### src/rtl/pc_sequencer.sv
// Program-counter sequencer with hardware return-address stack.
// Falls back to a memory-stack return address when RET finds the RAS empty.
module pc_sequencer #(
    parameter int ADDR_W    = 32,
    parameter int DATA_W    = 32,
    parameter int RAS_DEPTH = 8,
    parameter logic [ADDR_W-1:0] RESET_PC = '0,
    parameter logic [ADDR_W-1:0] PC_STEP  = 1
) (
    input  logic                        clk,
    input  logic                        rst,
    input  logic                        en,
    input  logic [2:0]                  branch_op,
    input  logic [2:0]                  stack_op,
    input  logic [ADDR_W-1:0]           target,
    input  logic signed [DATA_W-1:0]    cond_val,
    input  logic [ADDR_W-1:0]           mem_ret,
    input  logic                        mem_ret_valid,
    output logic [ADDR_W-1:0]           pc_out,
    output logic                        taken,
    output logic                        busy,
    output logic                        mem_ret_req,
    output logic [$clog2(RAS_DEPTH):0]  ras_count,
    output logic                        ras_overflow,
    output logic                        illegal_op
);

    localparam int PTR_W = $clog2(RAS_DEPTH);
    localparam int CNT_W = PTR_W + 1;

    localparam logic [2:0] BR_NONE = 3'b000;
    localparam logic [2:0] BR_BR   = 3'b001;
    localparam logic [2:0] BR_BPL  = 3'b010;
    localparam logic [2:0] BR_BMI  = 3'b011;
    localparam logic [2:0] BR_BZ   = 3'b100;
    localparam logic [2:0] BR_BNZ  = 3'b101;

    localparam logic [2:0] ST_CALL = 3'b011;
    localparam logic [2:0] ST_RET  = 3'b100;

    typedef enum logic {
        RUN,
        WAIT_RET
    } state_t;

    state_t              state;
    logic [ADDR_W-1:0]   ras [RAS_DEPTH];
    logic [PTR_W-1:0]    ptr;
    logic [PTR_W-1:0]    top_idx;
    logic [ADDR_W-1:0]   pc_seq;
    logic                cond_hit;
    logic                bad_br;
    logic                ras_full;
    logic                ras_empty;

    assign pc_seq    = pc_out + PC_STEP;
    assign top_idx   = ptr - 1'b1;
    assign ras_full  = (ras_count == CNT_W'(RAS_DEPTH));
    assign ras_empty = (ras_count == '0);

    always_comb begin
        cond_hit = 1'b0;
        bad_br   = 1'b0;
        case (branch_op)
            BR_BR:   cond_hit = 1'b1;
            BR_BPL:  cond_hit = (cond_val > 0);
            BR_BMI:  cond_hit = (cond_val < 0);
            BR_BZ:   cond_hit = (cond_val == 0);
            BR_BNZ:  cond_hit = (cond_val != 0);
            3'b110,
            3'b111:  bad_br   = 1'b1;
            default: ;
        endcase
    end

    // ptr names the next free slot; a full-stack CALL wraps onto the oldest entry.
    always_ff @(posedge clk) begin
        if (rst) begin
            pc_out       <= RESET_PC;
            state        <= RUN;
            ptr          <= '0;
            ras_count    <= '0;
            taken        <= 1'b0;
            busy         <= 1'b0;
            mem_ret_req  <= 1'b0;
            ras_overflow <= 1'b0;
            illegal_op   <= 1'b0;
        end else begin
            taken      <= 1'b0;
            illegal_op <= 1'b0;
            unique case (state)
                RUN: begin
                    if (en) begin
                        if (branch_op != BR_NONE) begin
                            if (bad_br) begin
                                pc_out     <= pc_seq;
                                illegal_op <= 1'b1;
                            end else if (cond_hit) begin
                                pc_out <= target;
                                taken  <= 1'b1;
                            end else begin
                                pc_out <= pc_seq;
                            end
                        end else if (stack_op == ST_CALL) begin
                            ras[ptr] <= pc_seq;
                            ptr      <= ptr + 1'b1;
                            pc_out   <= target;
                            taken    <= 1'b1;
                            if (ras_full)
                                ras_overflow <= 1'b1;
                            else
                                ras_count <= ras_count + 1'b1;
                        end else if (stack_op == ST_RET) begin
                            if (!ras_empty) begin
                                pc_out    <= ras[top_idx];
                                ptr       <= top_idx;
                                ras_count <= ras_count - 1'b1;
                                taken     <= 1'b1;
                            end else begin
                                state       <= WAIT_RET;
                                busy        <= 1'b1;
                                mem_ret_req <= 1'b1;
                            end
                        end else begin
                            pc_out <= pc_seq;
                        end
                    end
                end
                WAIT_RET: begin
                    if (mem_ret_valid) begin
                        pc_out      <= mem_ret;
                        taken       <= 1'b1;
                        state       <= RUN;
                        busy        <= 1'b0;
                        mem_ret_req <= 1'b0;
                    end
                end
                default: state <= RUN;
            endcase
        end
    end

endmodule

### config.mk
export PLATFORM = sky130hd
export DESIGN_NAME = pc_sequencer
export DESIGN_NICKNAME = d
export VERILOG_FILES = /design/src/rtl/pc_sequencer.sv
export SDC_FILE = /design/constraint.sdc
export NUM_CORES = 1
export LEC_CHECK = 0
export CAP_MARGIN = 20
export CORE_MARGIN = 2
export CORE_UTILIZATION = 35
export DETAILED_ROUTE_END_ITERATION = 16
export SLEW_MARGIN = 15
export SYNTH_ARGS = -nofsm -noshare
export SYNTH_HDL_FRONTEND = slang
export SYNTH_SLANG_ARGS = --single-unit
### constraint.sdc
create_clock -name clk -period 11.4 [get_ports clk]
set_input_delay 2.28 -clock clk [delete_from_list [all_inputs] [get_ports clk]]
set_output_delay 2.28 -clock clk [all_outputs]
set_load 0.01 [all_outputs]
---- Yosys cells after proc, flatten, opt, wreduce, memory -nomap -nowiden ----
Memories as Yosys holds them, arrays and structs flattened.
Index checks and enable logic that the tools add are counted.
cells by class
  add/subtract/negate cells ............... 5
  multiplexer cells ....................... 48
  bitwise operators ....................... 3
  eq/ne operators ......................... 19
  reductions and logical operators ........ 12
  magnitude comparators ................... 2
operator list
  cell                     count
  $mux W32                 8
  $pmux W32 S2             1
  $add A32 B1 Y32 const B  1
  $gt A32 B1 Y1 const B    1
  $logic_not A32 Y1        1
  $lt A32 B1 Y1 const B    1
  $reduce_bool A32 Y1      1
  $mux W1                  28
  $mux W4                  4
  $eq A3 B3 Y1 const B     5
  $ne A2 B2 Y1 const B     7
  $reduce_and A6 Y1        2
  $reduce_and A5 Y1        2
  $eq A3 B2 Y1 const B     3
  $mux W3                  3
  $pmux W1 S2              3
  $ne A5 B5 Y1 const B     1
  $pmux W1 S5              1
  $add A4 B1 Y4 const B    1
  $eq A4 B4 Y1 const B     1
  $logic_not A4 Y1         1
  $reduce_or A4 Y1         1
  $sub A4 B1 Y4 const B    1
  $add A3 B1 Y3 const B    1
  8 further kinds          10
word-level totals
  memories ................................ 1
  bits of input ports ..................... 106
  bits in registers ....................... 44
  output and inout port bits .............. 41
  memory bits (writable) .................. 256
  logic and storage cells ................. 98
memory list
  name  words  width  rd ports  clocked after Yosys merged registers in  wr ports  line  text
  ras   8      32     1         0                                        1         47    logic [ADDR_W-1:0] ras [RAS_DEPTH];

---- Logic depth before layout (Yosys ltp) ----
An unclocked memory read counts as a cell.
  word-level depth ........................ 8
  depth in mapped cells ................... 14
  depth with buffers taken out ............ 9

---- Worst setup path after synthesis ----
OpenSTA, ideal clock, no wires.
  path type ............................... input to register
  start point ............................. in branch_op[0]
  end point ............................... mem ras[1][0] (enable)
  setup slack ............................. 5.182 ns
  stages .................................. 8
  arrival ................................. 5.757 ns
  library setup time ...................... 0.461 ns
  cell sequence ........................... buf_2 -> or3_1 -> buf_2 -> nor2_2 -> nand2_1 -> nor3_1 -> nand2_1 -> nor3_1
between the ends
  cells in the longest elaborated chain, start to end .. 6
RTL lines
  item                           line  text
  from (decl)                    13    input logic [2:0] branch_op,
  $reduce_bool A3 Y1             94    if (branch_op != BR_NONE) begin
  $mux W1                        94
  $mux W1                        93    if (en) begin
  $mux W1                        91    unique case (state)
  $mux W1                        78    if (rst) begin
  $mux W1 (not written as such)  105   ras[ptr] <= pc_seq;
  to (decl)                      47
Every way passes these cells.

---- Worst setup path after layout ----
  start point ............................. in stack_op[0]
  end point ............................... mem ras[7][12] (enable)
between the ends
  cells in the longest elaborated chain, start to end .. 7
RTL lines
  item                           line  text
  from (decl)                    14    input logic [2:0] stack_op,
  $eq A3 B2 Y1                   104   end else if (stack_op == ST_CALL) begin
  $mux W1                        104
  $mux W1                        94
  $mux W1                        93
  $mux W1                        91
  $mux W1                        78
  $mux W1 (not written as such)  105
Every way passes these cells.

==> results.sh <==
export IMPL_grt_setup_unrepaired="no"
export IMPL_gr_total_overflow=0
export IMPL_synth_area_per_cell_um2=15.0
export IMPL_start_util_pct=35.5
export IMPL_worstSkewPairLatency_ns=0.56
export IMPL_yosys_cell_types_count=65
export IMPL_min_period_ns=5.30
export IMPL_min_path_type="flip-flop to flip-flop"
export IMPL_drt_initial_drc_count=674
export IMPL_final_cell_mix="256 x edfxtp_1, 145 x clkdlybuf4s50_1, 80 x nand2_1"
export IMPL_tritoncts="done"
export IMPL_io_buffer_count=146
export IMPL_core_um2=37600
export IMPL_arrival_ns=5.47
export IMPL_slew_headroom_pct=29.4
export IMPL_nNetsFinal=1143
export IMPL_rows=71
export IMPL_grt_max_degree=46
export IMPL_r2r_setup_slack_ns=7.55
export IMPL_grt_pass1_vias=8724
export IMPL_end_kind="flip-flop"
export IMPL_path_clk_slew_ns=0.06
export IMPL_power_density_nw_per_um2=149
export IMPL_hold_start="ras_overflow"
export IMPL_gr_usage_all_layers_pct=18.2
export IMPL_hold_viol=0
export IMPL_setup_violations_final=0
export IMPL_syn_area_um2=13300
export IMPL_critPathSlowestCell="nor2_4"
export IMPL_worstPathCellList="clkdlybuf4s50_1, and3b_1, clkinv_1, nor3_1, nand2_1, nor2_4"
export IMPL_power_uw=2440
export IMPL_post_drt_wl_per_cell_um=23.2
export IMPL_htree_levels=1
export IMPL_antenna_cells=0
export IMPL_clock_sinks=300
export IMPL_die_area_um2=39700
export IMPL_final_setup_tns_ns=0
export IMPL_worst_setup_path_type="primary input to flip-flop"
export IMPL_grt_antenna_before_repair=0
export IMPL_dp_hpwl_um=23800
export IMPL_grt_pass1_wl_um=53700
export IMPL_drc=0
export IMPL_cts_root_buf="clkbuf_16"
export IMPL_area_growth_pct=23.0
export IMPL_drive_gt1_share_pct=17.7
export IMPL_cap_viol_max_count=0
export IMPL_stdcell_area_um2=16400
export IMPL_clock_skew_ns=0.00924
export IMPL_via_per_inst=5.40
export IMPL_ys_ff_latch=300
export IMPL_post_route_period_util_pct=46.5
export IMPL_ant_nets=0
export IMPL_place_area_um2=15300
export IMPL_synth_ff_type="edfxtp_1"
export IMPL_worstSetupStartpoint="stack_op[0]"
export IMPL_ys_seq_area_share_pct=64.3
export IMPL_finalWirelength_um=36300
export IMPL_pin_count=147
export IMPL_dr_pass1_iters=5
export IMPL_synth_edf_count=256
export IMPL_cp_max_fo=32
export IMPL_peakVddDrop_v=0.000127
export IMPL_die_h_um=199
export IMPL_layout_commonest_cell="edfxtp_1"
export IMPL_worstMarginPinSlew_ns=1.06
export IMPL_cts_resized=0
export IMPL_hold_buffers=0
export IMPL_fp_dieW_um=199
export IMPL_cts_setup_buffers=0
export IMPL_async_reset_ff_share_pct=0
export IMPL_place_gp_congestion=0.759
export IMPL_startpoint_type="primary input"
export IMPL_rr_startpoint="ptr[0]"
export IMPL_synth_cells=889
export IMPL_status="finished clean"
export IMPL_critPathMaxStageDelay_ns=0.89
export IMPL_yosys_warnings=0
export IMPL_clock_fmax_mhz=189
export IMPL_required_ns=11.57
export IMPL_synth_net_count=1001
export IMPL_fin_util_pct=43.6
export IMPL_vias=8459
export IMPL_cts_buffer_depth=3
export IMPL_finalMaxSlewViolations=0
export IMPL_numCtsBuffers=31
export IMPL_leakage_uw=0.00526
-- report_power, final --
part	internal, uW	leakage (uW)	switching (uW)
Clock	600	0.000491	421
Combinational	86.5	0.00206	106
Sequential	1210	0.00271	18.8
Total	1900	0.00526	546
-- per-stage QoR --
| stage | hold slack (ns) | setup WS [ns] | std cells |
|---|---|---|---|
| 2_1_floorplan | 0.493 | 5.18 | 889 |
| 3_3_place_gp | 0.487 | 5.50 | 1507 |
| 3_5_place_dp | 0.493 | 5.49 | 1507 |
| 4_1_cts | 0.509 | 6.05 | 1565 |
| 5_1_grt | 0.542 | 5.78 | 1567 |
| 6_report | 0.498 | 6.10 | 1567 |
-- routing by layer --
layer / wire length (um) / GRT usage (%) / vias to the layer above
li1: - / - / 3792
met1: 15500 / 24.8 / 4298
met2: 17100 / 29.7 / 312
met3: 2730 / 2.90 / 57
met4: 1020 / 6.00 / 0
met5: 0 / 0 / -
-- final cells by class --
cell class | count | area (um^2)
well taps | 511 | 639
inverters | 13 | 48.8
flip-flops and latches | 300 | 8570
multi-input cells | 526 | 4530
clock inverters | 15 | 189
clock buffers | 43 | 831
fillers | 3340 | 21200
repair buffers | 159 | 1590
-- Yosys cell counts, types with 6 or more instances --
library cell  instances  share of area, %
a311oi_2             10               1.1
dfxtp_1              44               6.6
edfxtp_1            256                58
mux2i_1              10              0.75
nand3_1              18              0.68
nand2_2              11              0.52
a211oi_1             18               1.0
o21ai_0              20              0.75
inv_1                12              0.34
nor2_1               69               1.9
xnor2_1              23               1.5
a221oi_1             18               1.2
clkbuf_1             28              0.79
nor3_1               31               1.2
mux4_2               64                11
nand2_1              81               2.3
nand4_1               6              0.28
buf_2                14              0.53
o211ai_1              6              0.34
a21oi_1              32               1.2
nor4_2                8              0.75
xor2_1               15              0.99
a22o_1               11              0.72
-- worst max-delay path, delay by kind of cell --
| kind | cells | cell delay (ns) |
|---|---|---|
| and+or+nand+nor | 4 | 2.04 |
| buffers and inverters | 2 | 1.11 |
-- registers in the layout, summed over array words and instances (netlist names) --
name,flops
ras,256
pc_out,32
ras_count,4
ptr,3
illegal_op,1
mem_ret_req,1
ras_overflow,1
state,1
taken,1
-- logic make-up (layout without fill, tap and decap cells) --
logic type      after synthesis  after routing  share of synthesized area [%]
fa+ha+maj                     6              6                          0.619
xor+xnor                     38             38                           2.50
mux                          80             80                           12.1
buf+inv                      63            230                           2.34
compound gates              141            141                           8.39
flops                       300            300                           64.3
simple gates                261            261                           9.83
-- path summary, 6_finish.rpt --
kind | depth (start not counted) | to
worst min-delay path | 2 | ras_overflow
worst max-delay path | 6 | ras[7][12]
worst max register to register | 10 | pc_out[24]
worst min register to register | 2 | ras_overflow
Power figures use the tool's default switching activity.
